File: src/rtl/pipe_ctrl.sv
// Five-stage pipeline sequencer: run/single-step control, load-use stall,
// branch flush, HALT drain, plus advancing-cycle and stall counters.
module pipe_ctrl #(
  parameter int W         = 5,
  parameter int DRAIN_CYC = 4
) (
  input  logic         clk,
  input  logic         reset,
  input  logic         start,
  input  logic         step_mode,
  input  logic         step,
  input  logic         halt_id,
  input  logic [W-1:0] ifid_rs,
  input  logic [W-1:0] ifid_rt,
  input  logic [W-1:0] idex_rt,
  input  logic         idex_mem_read,
  input  logic         branch_taken,
  output logic         pc_ena,
  output logic         ifid_ena,
  output logic         idex_ena,
  output logic         exmem_ena,
  output logic         memwb_ena,
  output logic         ifid_flush,
  output logic         idex_flush,
  output logic         halted,
  output logic [31:0]  cycle_count,
  output logic [15:0]  stall_count
);

  localparam int CW = (DRAIN_CYC > 1) ? $clog2(DRAIN_CYC) : 1;

  typedef enum logic [2:0] {
    IDLE, RUN, STEP_WAIT, STEP_EXEC, DRAIN, DONE
  } state_t;

  state_t        state;
  logic [CW-1:0] drain_cnt;
  logic          active, hazard, stall, halt_go;

  assign active  = (state == RUN) || (state == STEP_EXEC);
  assign hazard  = idex_mem_read && (idex_rt != '0) &&
                   ((idex_rt == ifid_rs) || (idex_rt == ifid_rt));
  // A taken branch flushes both the hazard consumer and any HALT in ID
  assign stall   = active && hazard && !branch_taken;
  assign halt_go = active && halt_id && !branch_taken;

  always_comb begin
    pc_ena     = 1'b0;
    ifid_ena   = 1'b0;
    idex_ena   = 1'b0;
    exmem_ena  = 1'b0;
    memwb_ena  = 1'b0;
    ifid_flush = 1'b0;
    idex_flush = 1'b0;
    case (state)
      RUN, STEP_EXEC: begin
        pc_ena    = 1'b1;
        ifid_ena  = 1'b1;
        idex_ena  = 1'b1;
        exmem_ena = 1'b1;
        memwb_ena = 1'b1;
        if (branch_taken) begin
          ifid_flush = 1'b1;
          idex_flush = 1'b1;
        end else if (hazard) begin
          pc_ena     = 1'b0;
          ifid_ena   = 1'b0;
          idex_flush = 1'b1;
        end
      end
      DRAIN: begin
        idex_ena   = 1'b1;
        idex_flush = 1'b1;
        exmem_ena  = 1'b1;
        memwb_ena  = 1'b1;
      end
      default: ;
    endcase
  end

  always_ff @(posedge clk or negedge reset) begin
    if (!reset) begin
      state       <= IDLE;
      drain_cnt   <= '0;
      halted      <= 1'b0;
      cycle_count <= '0;
      stall_count <= '0;
    end else begin
      if (active || state == DRAIN) cycle_count <= cycle_count + 32'd1;
      if (stall && stall_count != 16'hFFFF) stall_count <= stall_count + 16'd1;
      case (state)
        IDLE:      if (start) state <= step_mode ? STEP_WAIT : RUN;
        RUN: if (halt_go) begin
          state     <= DRAIN;
          drain_cnt <= CW'(DRAIN_CYC - 1);
        end
        STEP_WAIT: if (step) state <= STEP_EXEC;
        STEP_EXEC: if (halt_go) begin
          state     <= DRAIN;
          drain_cnt <= CW'(DRAIN_CYC - 1);
        end else begin
          state <= STEP_WAIT;
        end
        DRAIN: if (drain_cnt == '0) begin
          state  <= DONE;
          halted <= 1'b1;
        end else begin
          drain_cnt <= drain_cnt - 1'b1;
        end
        DONE:      halted <= 1'b1;
        default:   state <= IDLE;
      endcase
    end
  end

endmodule

File: config.mk
export PLATFORM = sky130hd
export DESIGN_NAME = pipe_ctrl
export DESIGN_NICKNAME = d
export VERILOG_FILES = /design/src/rtl/pipe_ctrl.sv
export SDC_FILE = /design/constraint.sdc
export NUM_CORES = 1
export LEC_CHECK = 0
export CAP_MARGIN = 20
export CORE_AREA = 2 2 77 134
export DETAILED_ROUTE_END_ITERATION = 10
export DIE_AREA = 0 0 79 136
export PLACE_DENSITY_LB_ADDON = 0.3
export REMOVE_ABC_BUFFERS = 1
export SLEW_MARGIN = 30
export SYNTH_ARGS = -nofsm -noshare
export SYNTH_HDL_FRONTEND = slang
export SYNTH_SLANG_ARGS = --single-unit
File: constraint.sdc
create_clock -name clk -period 2.8 [get_ports clk]
set_clock_uncertainty 0.1 [all_clocks]
set_input_delay 0.42 -clock clk [delete_from_list [all_inputs] [get_ports clk]]
set_output_delay 0.42 -clock clk [all_outputs]
set_load 0.02 [all_outputs]
# [Word level (Yosys, flattened, before mapping)]
# Index checks and enable logic that the tools add are counted.
[totals] regBits=54 inputBits=23
[op_classes] addsub=3 eq_ne=14 n_mux=21 bitwise=1 reduce_logical=21
[op_table] op="$add 32x1->32 const B" n=1
[op_table] op="$pmux 3 s6" n=1
[op_table] op="$add 16x1->16 const B" n=1
[op_table] op="$ne 16x16->1 const B" n=1
[op_table] op="$mux 3" n=5
[op_table] op="$eq 5x5->1" n=2
[op_table] op="$mux 1" n=9
[op_table] op="$ne 2x2->1 const B" n=4
[op_table] op="$logic_and 1x1->1" n=7
[op_table] op="$eq 3x2->1 const B" n=2
[op_table] op="$eq 3x3->1 const B" n=2
[op_table] op="$mux 2" n=3
[op_table] op="$reduce_and 5->1" n=1
[op_table] op="$reduce_bool 5->1" n=1
[op_table] op="$ne 2x1->1 const B" n=2
[op_table] op="$pmux 1 s2" n=2
[op_table] op="$pmux 2 s2" n=1
[op_table] op="$reduce_bool 2->1" n=2
[op_table] op="$eq 3x1->1 const B" n=1
[op_table] op="$logic_not 3->1" n=1
[op_table] op="$logic_or 1x1->1" n=3
[op_table] op="$reduce_and 3->1" n=1
[op_table] op="$reduce_or 3->1" n=1
[op_table] op="$logic_not 2->1" n=1
[op_table] op="other kinds (5)" n=5

# [Logic depth before layout (Yosys ltp)]
[logic_depth] depth_word=6 mapped_depth=7

# [Worst setup path after synthesis]
# OpenSTA, ideal clock, no wires.
[synth_timing] path_kind="input to output" start="input idex_rt[1]" end="output pc_ena" arrival_time_ps=1838 required_time_ps=2280 setup_slack_ps=442 cell_stages=5 path_buffers=1 cell_sequence="or4_1 -> o21ai_2 -> nor2_1 -> a21oi_1 -> buf_4"
[synth_via] elab_chain_len=6 word_cells_on_any_way=9 classes_between="eq/ne: 2; mux: 3; reduce/logical: 4"
[synth_lines] element="start: declaration" line_no="15" rtl="input logic [W-1:0] idex_rt,"
[synth_lines] element="$eq 5x5->1 / $reduce_bool 5->1 (equally long branches)" line_no="42, 41"
[synth_lines] element="$logic_or 1x1->1 / $logic_and 1x1->1 (equally long branches)" line_no="42, 41"
[synth_lines] element="$logic_and 1x1->1 (*)" line_no="41" rtl="assign hazard = idex_mem_read && (idex_rt != '0) &&"
[synth_lines] element="$mux 1 (*) (3 in series)"
[synth_lines] element="end: declaration" line_no="18" rtl="output logic pc_ena,"
# Mark *: on every way between the ends. The rest lies on a longest branch, timed or not.

# [Final worst setup path]
[layout_timing] start="register state[2]" end="output memwb_ena"
[layout_via] elab_chain_len=3 word_cells_on_any_way=5 classes_between="eq/ne: 3; mux: 1; reduce/logical: 1"
[layout_lines] element="start: declaration" line_no="36" rtl="state_t state;"
[layout_lines] element="start signal: assignment" line_no="92" rtl="IDLE: if (start) state <= step_mode ? STEP_WAIT : RUN;"
[layout_lines] element="$eq 3x1->1, or another cell as far along" line_no="55" rtl="case (state)"
[layout_lines] element="$reduce_or 3->1 (no line) (*)"
[layout_lines] element="$mux 1 (*)" line_no="55"
[layout_lines] element="end: declaration" line_no="22" rtl="output logic memwb_ena,"
# Marks and branches as above.

==> results_dict.tcl <==
set metrics [dict create \
    die_x_um 79 \
    yosysUniqueCellTypes 49 \
    portBuffers 78 \
    layout_setup_ws_ns 0.0972 \
    setup_violations 0 \
    cts_made_buffers 5 \
    crit_arrival_ns 2.18 \
    synth_seq_cells 54 \
    path_cells "or2b_1 -> o21ai_1 -> buf_4 -> clkdlybuf4s50_1" \
    clkTransAtPathRegs_ns 0.07 \
    fillCellCount 979 \
    setup_tns_ns 0 \
    holdWs_ns 0.0596 \
    critPathSlowestCell "clkdlybuf4s50_1" \
    cp-start-kind "flip-flop" \
    antenna_cells 0 \
    track_usage_pct 13.2 \
    final_cell_mix "clkdlybuf4s50_1, dfrtp_1, xnor2_1" \
    syn2layout_area_growth_pct 38.8 \
    synth.yosys.seq_area_share_pct 48.1 \
    pre_cts_ws_ns -0.198 \
    globalplace.congestion 0.771 \
    async_flop_share_pct 100 \
    ant_nets 0 \
    grt_first_pass_wirelength_mm 11.1 \
    io-pin-count 79 \
    start_util_pct 28.9 \
    internal_power_uw 1500 \
    clock_path_buffers 2 \
    clk_latency_ns 0.29 \
    via_per_inst 4.72 \
    path_delay_family "buffers and inverters" \
    final_util_pct 40.1 \
    power_density_mw_per_mm2 565 \
    power_frac_seq_pct 43.5 \
    path_buf_inv 2 \
    grt_max_degree 30 \
    critical_path.max_stage_delay_ns 0.61 \
    drc_errors 0 \
    worst_slew_pin_slew_ns 0.824 \
    die_y_um 136 \
    yosysWarnings 0 \
    crit_type "reg -> out" \
    drive_gt1_share_pct 9.46 \
    slew_headroom_pct 44.3 \
    multi_input_comb_area_mm2 0.00137 \
    synthFlopType "dfrtp_1" \
    cts_tree "built" \
    grt_pass1_vias 2256 \
    root_buffer "clkbuf_16" \
    status "finished, final reports clean" \
    wire_per_inst_um 14.1 \
    final_nets 375 \
    final-hold-violation-count 0 \
    fin_crit_sh_pct 96.5 \
    switching_power_uw 699 \
    die_area_mm2 0.0107 \
    crit_fanout 10 \
    drt-initial-drc-count 33 \
    max_freq_mhz 370 \
    vdd_drop_max_mv 0.429 \
    drv_cap 0 \
    dp_hpwl_mm 5.11 \
    p_comb_share_pct 29.1 \
    fin_total_pwr_uw 2200 \
    rsz0062_at_grt "no" \
    seq_area_mm2 0.00135 \
    post_cts_buffers 0 \
    p_leak_uw 0.00172 \
    final_common_cell "clkdlybuf4s50_1" \
    wl_mm 6.68 \
    netlist_instances 261 \
    rows 48 \
    vias 2238 \
    fin_crit_ns 2.70 \
    clock_sinks 54 \
    drv_slew 0 \
    synth_area_per_cell_um2 10.8 \
    ctsResizeCount 3 \
    core_area_mm2 0.00973 \
    power_frac_clock_pct 27.4 \
    synth_edf_count 0 \
    syn_area_mm2 0.00281 \
    crit_required_ns 2.28 \
    switching_share_pct 31.8 \
    antenna_found_initial 0 \
    hp-class "in -> async" \
    htreeDepth 2 \
    endpoint_kind "output port" \
    cts-hold-fix-buffers 0 \
    overflow 0 \
    dr.pass1.iters 4 \
]
stage by stage:
| step | instance area (um2) | instances |
|---|---|---|
| 3_3_place_gp | 3770 | 467 |
| 5_1_grt | 3900 | 474 |
| 6_report | 3900 | 474 |
| 3_5_place_dp | 3770 | 467 |
| 4_1_cts | 3910 | 474 |
| 2_1_floorplan | 2750 | 254 |
path summary, 6_finish.rpt:
check	startpoint	end	slack [ns]	cells past startpoint
max	state[2]	memwb_ena	0.1	4
min reg2reg	cycle_count[31]	cycle_count[31]	0.36	1
min	reset	cycle_count[27]	0.06	1
max in group asynchronous	reset	drain_cnt[0]	1.95	2
max reg2reg	stall_count[0]	stall_count[15]	0.55	6
min in group clk	cycle_count[31]	cycle_count[31]	0.36	1
power groups by stage:
| stage | Combinational [uW] | Sequential [uW] | Clock [uW] |
|---|---|---|---|
| 2_1_floorplan | 291 | 1020 | 0 |
| 3_3_place_gp | 640 | 968 | 0 |
| 3_5_place_dp | 654 | 974 | 0 |
| 4_1_cts | 653 | 958 | 639 |
| 5_1_grt | 701 | 973 | 669 |
| 6_report | 641 | 957 | 603 |
kinds of logic (layout without fill, tap and decap cells):
kind of cell	count (synthesis)	count (layout)	share of synthesized area (%)
simple gates	111	111	23.2
fa+ha+maj	3	3	1.34
mux	4	4	1.74
flops	54	54	48.1
xor+xnor	54	54	16.8
buf+inv	14	102	2.98
compound gates	21	21	5.84
sequential cells by signal, summed over array words and instances, names as in the netlist:
| register | cells |
|---|---|
| stall_count | 16 |
| cycle_count | 32 |
| drain_cnt | 2 |
| state | 3 |
| halted | 1 |
routing by layer:
metal / up-vias / GRT usage [%] / wire length [um]
met4: 0 / 5.56 / 174
met1: 1087 / 14.6 / 2570
met5: - / 0 / 0
met2: 50 / 24.3 / 3750
li1: 1090 / - / -
met3: 11 / 2.59 / 188
synth_stat cells, types with 4 or more instances:
cell	instances	area [um2]
a21oi_1	5	25.0
and3_1	11	68.8
buf_4	4	30.0
dfrtp_1	54	1350
inv_1	7	26.3
nand2_1	15	56.3
nand3_1	18	90.1
nand4_1	13	81.3
nor2_1	24	90.1
nor3_1	9	45.0
xnor2_1	32	280
xor2_1	22	193
layout make-up:
class	instances	share of cell area (%)
multi-input combinational	193	35.2
sequential	54	34.7
timing repair buffer	88	21.9
clock buffer	5	3.21
tap	125	4.01
inverter	7	0.674
clock inverter	2	0.353
Note: power is estimated with default switching activity, not from simulation.
